### config.mk
export PLATFORM = sky130hd
export DESIGN_NAME = mem_access_stage
export DESIGN_NICKNAME = d
export VERILOG_FILES = /design/src/rtl/mem_access_stage.sv
export SDC_FILE = /design/constraint.sdc
export NUM_CORES = 1
export LEC_CHECK = 0
export CAP_MARGIN = 0
export CORE_AREA = 3 3 111 155
export CTS_CLUSTER_SIZE = 40
export DETAILED_ROUTE_END_ITERATION = 6
export DIE_AREA = 0 0 114 158
export PLACE_DENSITY = 0.89
export REMOVE_ABC_BUFFERS = 1
export SLEW_MARGIN = 20
export SYNTH_ARGS = -nofsm -noshare
export SYNTH_HDL_FRONTEND = slang
export SYNTH_SLANG_ARGS = --single-unit
### constraint.sdc
create_clock -name clk -period 2.53 [get_ports clk]
set_clock_uncertainty 0.05 [all_clocks]
set_input_delay 0.3795 -clock clk [delete_from_list [all_inputs] [get_ports clk]]
set_output_delay 0.3795 -clock clk [all_outputs]
set_load 0.05 [all_outputs]
### src/rtl/mem_access_stage.sv
// rtl/mem_access_stage.sv - M pipeline stage with req/ack data memory handshake, stall and watchdog
module mem_access_stage #(
  parameter int WIDTH   = 32,
  parameter int TIMEOUT = 16
) (
  input  logic             clk,
  input  logic             rst,
  input  logic [WIDTH-1:0] ALUResultE,
  input  logic [WIDTH-1:0] WriteDataE,
  input  logic             RegWE,
  input  logic             MemWE,
  input  logic             MemtoRegE,
  input  logic [3:0]       WA3E,
  input  logic             ValidE,
  output logic             mem_req,
  output logic             mem_we,
  output logic [WIDTH-1:0] mem_addr,
  output logic [WIDTH-1:0] mem_wdata,
  input  logic [WIDTH-1:0] mem_rdata,
  input  logic             mem_ack,
  output logic             StallM,
  output logic             ValidW,
  output logic             RegWW,
  output logic             MemtoRegW,
  output logic [WIDTH-1:0] ALUOutW,
  output logic [WIDTH-1:0] ReadDataW,
  output logic [3:0]       WA3W,
  output logic             MemErr
);

  localparam int CW = (TIMEOUT > 2) ? $clog2(TIMEOUT) : 1;
  localparam logic [CW-1:0] CNT_MAX = CW'(TIMEOUT - 1);

  typedef enum logic {IDLE = 1'b0, ACCESS = 1'b1} state_t;

  state_t state, state_next;

  logic [WIDTH-1:0] ALUResultM, WriteDataM;
  logic             RegWM, MemWM, MemtoRegM, ValidM;
  logic [3:0]       WA3M;
  logic [CW-1:0]    cnt;

  logic memopM;
  logic ack_hit;
  logic timeout_hit;
  logic start_access;
  logic w_load;
  logic w_timeout;
  logic rd_load;

  assign memopM      = ValidM & (MemWM | MemtoRegM);
  // ack takes priority, so timeout alone only counts when ack is absent
  assign ack_hit     = (state == ACCESS) & mem_ack;
  assign timeout_hit = (state == ACCESS) & (cnt == CNT_MAX);
  assign StallM      = memopM & ~(ack_hit | timeout_hit);

  // FSM state register
  always_ff @(posedge clk) begin
    if (rst) state <= IDLE;
    else     state <= state_next;
  end

  // Next-state and W-stage load decisions
  always_comb begin
    state_next   = state;
    start_access = 1'b0;
    w_load       = 1'b0;
    w_timeout    = 1'b0;
    rd_load      = 1'b0;
    case (state)
      IDLE: begin
        if (memopM) begin
          state_next   = ACCESS;
          start_access = 1'b1;
        end else if (ValidM) begin
          w_load = 1'b1;
        end
      end
      ACCESS: begin
        if (mem_ack) begin
          state_next = IDLE;
          w_load     = 1'b1;
          rd_load    = MemtoRegM;
        end else if (timeout_hit) begin
          state_next = IDLE;
          w_timeout  = 1'b1;
        end
      end
      default: state_next = IDLE;
    endcase
  end

  // M register: captures execute outputs unless the stage is stalled
  always_ff @(posedge clk) begin
    if (rst) begin
      ALUResultM <= '0;
      WriteDataM <= '0;
      RegWM      <= 1'b0;
      MemWM      <= 1'b0;
      MemtoRegM  <= 1'b0;
      WA3M       <= '0;
      ValidM     <= 1'b0;
    end else if (!StallM) begin
      ALUResultM <= ALUResultE;
      WriteDataM <= WriteDataE;
      RegWM      <= RegWE;
      MemWM      <= MemWE;
      MemtoRegM  <= MemtoRegE;
      WA3M       <= WA3E;
      ValidM     <= ValidE;
    end
  end

  // Memory interface registers and watchdog counter; held stable for the whole access
  always_ff @(posedge clk) begin
    if (rst) begin
      mem_req   <= 1'b0;
      mem_we    <= 1'b0;
      mem_addr  <= '0;
      mem_wdata <= '0;
      cnt       <= '0;
    end else if (start_access) begin
      mem_req   <= 1'b1;
      mem_we    <= MemWM;
      mem_addr  <= ALUResultM;
      mem_wdata <= WriteDataM;
      cnt       <= '0;
    end else if (state == ACCESS) begin
      if (mem_ack || timeout_hit) mem_req <= 1'b0;
      else                        cnt     <= cnt + 1'b1;
    end
  end

  // W register: completed instruction, or a bubble that keeps the old data
  always_ff @(posedge clk) begin
    if (rst) begin
      ValidW    <= 1'b0;
      RegWW     <= 1'b0;
      MemtoRegW <= 1'b0;
      ALUOutW   <= '0;
      ReadDataW <= '0;
      WA3W      <= '0;
    end else if (w_load || w_timeout) begin
      ValidW    <= 1'b1;
      RegWW     <= w_timeout ? 1'b0 : RegWM;
      MemtoRegW <= MemtoRegM;
      ALUOutW   <= ALUResultM;
      WA3W      <= WA3M;
      if (w_timeout)    ReadDataW <= '0;
      else if (rd_load) ReadDataW <= mem_rdata;
    end else begin
      ValidW <= 1'b0;
      RegWW  <= 1'b0;
    end
  end

  // Sticky watchdog error flag, cleared only by reset
  always_ff @(posedge clk) begin
    if (rst)                         MemErr <= 1'b0;
    else if (timeout_hit && !mem_ack) MemErr <= 1'b1;
  end

endmodule

==> impl_metrics.csv <==
group,metric,value,unit
power_and_ir_drop,powerDensity,679,mW/mm^2
logic_synthesis,yosysWarnings,0,
worst_setup_path,crit_chain,"ha_1 -> a31o_1 -> a21o_2 -> clkinv_4 -> buf_4",
logic_synthesis,synth_edf_count,0,
routing,post-route-drc-count,0,
logic_synthesis,synth_top_family_by_area,"simple AND/OR/NAND/NOR gates",
global_route,grt_pass1_vias,6868,
routing,wl,20.8,mm
sta,finalHoldViolations,0,
worst_setup_path,crit_fanout,4,
sta,rsz0062_at_grt,"no",
logic_synthesis,postSynthCellCount,939,
logic_synthesis,syn_area_per_cell,8.43,sq um
floorplan,pin_count,246,
job,drv_cap,0,
floorplan,num_rows,54,
clock_tree,clk_pin_slew_worst_paths,0.07,ns
routing,ant_nets,0,
global_route,grt_usage,22.1,%
worst_setup_path,slowest_stage,"dfxtp_1",
clock_tree,clock_latency,0.48,ns
worst_hold_path,hold_end,"WriteDataM[24]$_SDFFE_PP0N_",
logic_synthesis,synth_area_leaders,"dfxtp_1 54%, nand2_1 16%, a21oi_1 11%",
worst_hold_path,worstHoldPathCells,2,
logic_synthesis,syn_area,0.00792,sq mm
worst_setup_path,crit_type,"flip-flop to output pin",
worst_setup_path,reg2reg_slack,0.72,ns
clock_tree,cts_resized,0,
logic_synthesis,synth-seq-cells,215,
global_route,grt_pass1_wl,32.8,mm
sta,period_minus_slack,2.25,ns
worst_setup_path,r2r_start,"MemtoRegM$_SDFFE_PP0N_",
clock_tree,htreeDepth,1,
worst_hold_path,hp-start,"rst",
worst_setup_path,r2r_end,"mem_wdata[2]$_SDFFE_PP0P_",
worst_setup_path,cp-end-kind,"output pin",
clock_tree,postCtsSetupRepairBufs,0,
clock_tree,max-clock-path-buffers,3,
placed_design,placed_cell_area,0.0104,sq mm
clock_tree,cts_buffers,21,
sta,fin_crit_sh,88.8,%
logic_synthesis,ys_top_cells_by_count,"338 x nand2_1, 215 x dfxtp_1, 169 x a21oi_1",
logic_synthesis,synth_mux_area_share,4.81,%
placed_design,portBuffers,245,
routing,num_vias,6942,
sta,finalHoldWorstSlack,0.228,ns
routing,dr.pass1.iters,5,
logic_synthesis,synth_area_leader_cell,"dfxtp_1",
sta,clock.fmax,445,MHz
floorplan,start_util,50.1,%
power_and_ir_drop,leakage,4.24,nW
sta,slew_violations,0,
floorplan,die_y,158,um
layout,drive_gt1_share,5.71,%
worst_setup_path,start_kind,"flip-flop",
global_route,antenna_found_initial,0,
logic_synthesis,synth_top_cell_area_share,54.4,%
worst_setup_path,worstPathRequired,2.10,ns
worst_setup_path,reg2reg_depth,4,
global_route,grt_max_degree,79,
routing,drt_iter0_drc,396,
floorplan,die_area,0.0180,sq mm
layout,antenna_cells,0,
layout,postLayoutCellArea,0.0111,sq mm
clock_tree,root_buffer,"clkbuf_16",
logic_synthesis,seq_area_frac_synth,54.4,%
placed_design,dp_hpwl,14.5,mm
logic_synthesis,synthAdderAreaFrac,0.158,%
logic_synthesis,ys_types,27,
status,outcome,"finished clean",
logic_synthesis,synth.most_common_cell,"nand2_1",
layout,syn2layout_area_growth,40.6,%
sta,slew_headroom,43.7,%
global_route,gr-total-overflow,0,
logic_synthesis,synth_compound_area_share,11.2,%
power_and_ir_drop,worst_ir_drop_vdd,0.590,mV
routing,vias_per_cell,5.07,
placed_design,place.gp.congestion,0.798,
layout,nNetsFinal,1270,
worst_hold_path,min_path_type,"primary input to flip-flop",
worst_setup_path,worst_path_largest_cell_delay,0.34,ns
floorplan,core_area,0.0158,sq mm
clock_tree,hold_buffers,0,
logic_synthesis,synth-xor-area-share,0.332,%
clock_tree,cts_tree,"yes",
sta,worst_pin_slew,0.841,ns
layout,fillers,1200,
clock_tree,cts_sinks,215,
logic_synthesis,yosys.area_share.simple,23.6,%
logic_synthesis,synthArstFlopShare,0,%
routing,avgRoutedWirePerCell,15.2,um
sta,finalSetupViolCount,0,
logic_synthesis,synthFlopType,"dfxtp_1",
floorplan,die-width,114,um
worst_setup_path,crit_arrival,1.82,ns
worst max-delay path, delay by kind of cell (launching register included):
family	cells	cell delay, ns
adders and majority gates	1	0.24
AOI/OAI and AO/OA	2	0.51
DFF	1	0.34
buffers and inverters	2	0.26
worst max path at each step:
stage                                      start  slack [ns]                          end
after floorplan           MemtoRegM$_SDFFE_PP0N_       -1.60     mem_addr[0]$_SDFFE_PP0P_
after global placement                   mem_ack        0.44  ALUResultM[28]$_SDFFE_PP0N_
after detailed placement                 mem_ack        0.40         WA3M[0]$_SDFFE_PP0N_
after CTS                    cnt[0]$_SDFFE_PP0P_        0.26                       StallM
after global routing         cnt[0]$_SDFFE_PP0P_        0.21                       StallM
final                        cnt[0]$_SDFFE_PP0P_        0.28                       StallM
metrics by stage:
stage          power [mW]  utilization (%)  TNS (ns)  worst slack [ns]  cells
6_report             7.56             70.4         0             0.284   1370
5_1_grt              7.83             70.4         0             0.209   1370
4_1_cts              7.62             70.4         0             0.256   1370
3_5_place_dp         4.54             66.0         0             0.403   1335
3_3_place_gp         4.52             66.0         0             0.438   1335
2_1_floorplan        4.09                -   -148.52             -1.60    870
cells in the final DEF (no fill, tap or decap), drive strengths merged:
cell type,count
nand2,338
clkdlybuf4s50,243
dfxtp,215
a21oi,169
nand2b,74
mux2i,38
clkbuf,27
buf,26
nor2,10
clkinv,5
nand3,4
nor3,4
xor2,3
nor2b,3
and3,2
bufinv,2
o21ai,2
a31o,1
a21o,1
and2b,1
a22o,1
or2,1
a22oi,1
ha,1
clkinvlp,1
inv,1
flip-flops by register name, summed over array words and instances (netlist names), 4 cells and up:
register and flops:
cnt 4, WA3M 4, ALUResultM 32, WriteDataM 32, ReadDataW 32, ALUOutW 32
WA3W 4, mem_wdata 32, mem_addr 32
per-layer routing:
layer  vias up  wire (um)  track usage, %
li1       3448          -               -
met1      3212       7450            23.4
met2       236      10900            41.7
met3        46       1670            5.66
met4         0        700            8.49
met5         -          0               0
report_power, final:
| part | switching [mW] | internal, mW |
|---|---|---|
| Sequential | 0.0795 | 3.52 |
| Clock | 1.25 | 1.84 |
| Combinational | 0.487 | 0.380 |
| Total | 1.82 | 5.74 |
cell families (layout without fill, tap and decap cells):
group,after synthesis,count (layout)
XOR/XNOR,3,3
flip-flops,215,215
multiplexers,38,38
AO/OA/AOI/OAI,175,175
AND/OR/NAND/NOR,437,437
adder cells (fa/ha/maj),1,1
buffers and inverters,70,305
area by class of cell:
cell class | count | area, sq um | share of cell area [%]
Clock inverter | 8 | 100 | 0.899
Timing Repair Buffer | 269 | 2680 | 24.1
Sequential cell | 215 | 4300 | 38.7
Inverter | 1 | 8.76 | 0.0787
Tap cell | 196 | 245 | 2.20
Multi-Input combinational cell | 654 | 3200 | 28.8
Clock buffer | 27 | 588 | 5.28
Power figures use the tool's default switching activity.
==> RTL change 1 (same flow settings) <==
Make the reset (`rst`) asynchronous in 5 clocked blocks.
--- a/src/rtl/mem_access_stage.sv
+++ b/src/rtl/mem_access_stage.sv
@@ -55,7 +55,7 @@
   assign StallM      = memopM & ~(ack_hit | timeout_hit);
 
   // FSM state register
-  always_ff @(posedge clk) begin
+  always_ff @(posedge clk or posedge rst) begin
     if (rst) state <= IDLE;
     else     state <= state_next;
   end
@@ -91,7 +91,7 @@
   end
 
   // M register: captures execute outputs unless the stage is stalled
-  always_ff @(posedge clk) begin
+  always_ff @(posedge clk or posedge rst) begin
     if (rst) begin
       ALUResultM <= '0;
       WriteDataM <= '0;
@@ -112,7 +112,7 @@
   end
 
   // Memory interface registers and watchdog counter; held stable for the whole access
-  always_ff @(posedge clk) begin
+  always_ff @(posedge clk or posedge rst) begin
     if (rst) begin
       mem_req   <= 1'b0;
       mem_we    <= 1'b0;
@@ -132,7 +132,7 @@
   end
 
   // W register: completed instruction, or a bubble that keeps the old data
-  always_ff @(posedge clk) begin
+  always_ff @(posedge clk or posedge rst) begin
     if (rst) begin
       ValidW    <= 1'b0;
       RegWW     <= 1'b0;
@@ -155,7 +155,7 @@
   end
 
   // Sticky watchdog error flag, cleared only by reset
-  always_ff @(posedge clk) begin
+  always_ff @(posedge clk or posedge rst) begin
     if (rst)                         MemErr <= 1'b0;
     else if (timeout_hit && !mem_ack) MemErr <= 1'b1;
   end
Behaviour: differs if rst is asserted again (counterexample within 4 cycles, from zero or initial values and one cycle with rst high); with rst held inactive, the same outputs for 4 cycles.
==> RTL change 1 against the unedited design <==
First-iteration DRC count shrank 42%. Setup slack lost 0.19 ns. Wire length shrank 5.2%. Area after synthesis grew 3.3%. Sequential cell count is the same. Cell count shrank 31%. Cell area grew 4.1%. Largest cell class unchanged.
Power is not shown: default switching activity piles up to over one toggle a cycle in this logic, so the estimate is an artifact.
==> RTL change 1: results <==
[cells_and_area]
layout.nets = 854
diodes = 0
drive_gt1_share_pct = 29.6
fillers = 1002

[logic_synthesis]
ys.flop_type = dfrtp_1
synth_common_cells = dfrtp_1, mux2_2, a22o_1
ys_seq_area_share_pct = 65.8
yosysUniqueCellTypes = 34
synthTopCellsByArea = dfrtp_1, mux2_2, mux2_4
synthArstFlopShare_pct = 100
yosys_warnings = 0

[placed_design]
globalplace.congestion = 0.817
io_buffers = 245
hpwl_um = 13600
dpl_cell_area_um2 = 10900

[global_route]
grt_pass1_vias = 5776
grt_antenna_before_repair = 1
grt_pass1_wl_um = 31100
grt_usage_pct = 21.8
grt_max_degree = 74

[clock_tree]
cts_resized = 0
clk_latency_ns = 0.48
cts_buffer_depth = 3
clock_tree.root_cell = clkbuf_16
cts.clk_slew.worst_paths_ns = 0.06
cts_buffers = 21
htree_levels = 1
post_cts_buffers = 1

[worst_setup_path]
crit_arrival_ns = 2.01
crit_path_max_fanout = 21

[hold_path]
worstHoldPathType = input port to asynchronous set/reset pin

[floorplanning]
row_count = 54

[route]
first_pass_iters = 4
first_iter_violations = 230
wl_um = 19700
vias = 5064

[timing]
relSlewSlack_pct = 62.8

[outcome]
status = finished clean
-- RTL change 1: cell types whose count changed in the layout (fill, tap and decap cells not counted), sizes merged, moves of 11 or more --
cell / delta
mux2: +171
dfrtp: +215
nand2b: -73
a22o: +32
mux2i: -35
dfxtp: -215
nand2: -334
buf: -11
a21oi: -166
-- RTL change 1: cell families after synthesis --
| family | Yosys count | synth area share, % |
|---|---|---|
| and+or+nand+nor | 22 | 1.56 |
| DFF | 215 | 65.8 |
| adders and majority gates | 1 | 0.153 |
| AOI/OAI and AO/OA | 48 | 4.82 |
| muxes | 174 | 25.3 |
| buffers and inverters | 28 | 2.39 |
-- RTL change 1: layout make-up --
type                    instances  area, µm²  share of cell area (%)
flip-flops and latches        215       5380                    46.5
repair buffers                260       2680                    23.1
multi-input cells             245       2620                    22.6
clock buffers                  33        641                    5.53
well taps                     196        245                    2.12
inverters                       3       18.8                   0.162
-- RTL change 1: per-stage QoR --
stage | setup slack [ns] | TNS [ns] | cells | utilization, %
after CTS | 0.0836 | 0 | 952 | 73.2
after detailed placement | 0.212 | 0 | 917 | 68.9
after global placement | 0.255 | 0 | 917 | 68.9
final | 0.0939 | 0 | 952 | 73.2
after floorplan | -3.78 | -1013.99 | 463 | -
after global routing | 0.0111 | 0 | 952 | 73.2
-- RTL change 1: critical path: stages, from the launching register on --
cell,delay [ns]
dfrtp_1,0.41
ha_1,0.26
a31o_2,0.31
a21oi_4,0.17
buf_12,0.20
buf_12,0.15
-- RTL change 1: worst paths after layout --
kind / from / slack (ns) / endpoint / cells past startpoint
worst max-delay path: cnt[0] / 0.09 / StallM / 5
worst min-delay path: rst / 0.34 / ReadDataW[28] / 2
worst max register to register: cnt[0] / 0.38 / ALUResultM[11] / 6
worst min register to register: MemErr / 0.44 / MemErr / 1
max in group asynchronous: rst / 1.43 / ALUResultM[11] / 3
min in group clk: ValidE / 0.42 / ValidM / 2
-- RTL change 1: per-layer routing --
layer  global-route usage [%]  up-vias  wire length [µm]
met4                     6.51        2               514
met3                     5.81       45              1510
met1                     25.0     2551              7200
met5                        0        -                13
li1                         -     2263                 -
met2                     39.9      203             10400
==> RTL change 2 (same flow settings) <==
Made on the original files. `TIMEOUT`: 16 -> 8.
--- a/src/rtl/mem_access_stage.sv
+++ b/src/rtl/mem_access_stage.sv
@@ -1,7 +1,7 @@
 // rtl/mem_access_stage.sv - M pipeline stage with req/ack data memory handshake, stall and watchdog
 module mem_access_stage #(
   parameter int WIDTH   = 32,
-  parameter int TIMEOUT = 16
+  parameter int TIMEOUT = 8
 ) (
   input  logic             clk,
   input  logic             rst,
Formal check against the unedited RTL: no difference found for any inputs over 4 cycles, from zero or initial values and one cycle with rst high; that may be too few to reach the edited logic, so the function may still have changed.
==> RTL change 2 against the unedited design <==
Wire length up 7.7%. Area after synthesis down 0.74%. Sequential cell count down 1. Highest routed layer unchanged. Cell area down 0.10%. Utilization down 0.071 points. Setup slack worse by 0.15 ns. Maximum frequency down 6.4%. Total power up 1.8%. Cell count down 8.2%. Global-route usage up 1.7 points.
==> RTL change 2: results <==
[outcome]
status = finished clean

[hold_path]
hold_end = RegWW
hold_start = RegWM
worstHoldPathType = register to register

[global_route]
use_met3_pct = 5.81
met1_usage_pct = 25.9
grt_pass1_wl_um = 35000
met2_usage_pct = 43.9
grt_antenna_before_repair = 2
grt_usage_pct = 23.9
grt_max_degree = 181

[route]
wl_met3_um = 1770
post_drt_wl_per_cell_um = 17.8
met1_length_um = 8160
first_iter_violations = 414
vias = 6902
first_pass_iters = 7
wl_met2_um = 11700

[worst_setup_path]
crit_arrival_ns = 1.97
r2r_setup_slack_ns = 0.58
crit_path_max_fanout = 8
reg2reg_depth = 7
r2r-start = cnt[0]

[clock_tree]
cts_buffers = 21

[cells_and_area]
fillers = 1152
layout.nets = 1155

[logic_synthesis]
synthArstFlopShare_pct = 0
yosysUniqueCellTypes = 30
ys_seq_area_share_pct = 54.5
synth_common_cells = dfxtp_1, nand2_1, mux2i_1

[timing]
worstMarginPinSlew_ns = 0.864

[power_and_ir_drop]
peakVddDrop_mv = 0.719
power_leakage_nw = 4.38

[placed_design]
hpwl_um = 14800
globalplace.congestion = 0.787
## RTL change 2: timing repair
action                                  in CTS  in global routing
hold endpoints to repair                     0                  0
resized for setup                            0                  1
buffers inserted                             0                  0
endpoints found under the setup margin       0                  1
## RTL change 2: kinds of logic after synthesis
| group | share of synthesized area [%] |
|---|---|
| and+or+nand+nor | 14.0 |
| DFF | 54.5 |
| muxes | 13.9 |
| xor gates and xnor gates | 0.112 |
| adders and majority gates | 0.318 |
| AOI/OAI and AO/OA | 12.7 |
| buffers and inverters | 4.46 |
## RTL change 2: report_power, final
| group | leakage [nW] | internal (mW) | total [mW] | switching, mW |
|---|---|---|---|---|
| Combinational | 2.29 | 0.400 | 0.998 | 0.599 |
| Clock | 0.342 | 1.86 | 3.11 | 1.26 |
| Sequential | 1.75 | 3.51 | 3.58 | 0.0738 |
## RTL change 2: critical path, stage by stage (launching register included)
cell and delay, ns:
dfxtp_1 0.32, ha_1 0.19, ha_1 0.25, o21ai_2 0.23, nand3_2 0.12, inv_2 0.20
buf_12 0.17
## RTL change 2: layout make-up
type | instances | area, µm² | area share [%]
flip-flops and latches | 214 | 4280 | 38.5
multi-input cells | 544 | 3250 | 29.3
repair buffers | 261 | 2620 | 23.5
clock buffers | 30 | 599 | 5.39
well taps | 196 | 245 | 2.21
clock inverters | 8 | 96.3 | 0.867
inverters | 4 | 20.0 | 0.180
diodes | 1 | 2.50 | 0.0225
## RTL change 2: metrics by stage
stage               std cells  hold WS, ns  worst slack, ns  power [mW]  instance area (µm²)
detailed placement       1219        0.377            0.193        4.65                10400
global route             1258        0.381           0.0366        7.98                11100
global placement         1219        0.377            0.279        4.63                10400
CTS                      1257        0.372           0.0288        7.76                11100
floorplan                 762        0.364            -2.13        4.18                 7520
finish                   1258        0.384            0.131        7.69                11100
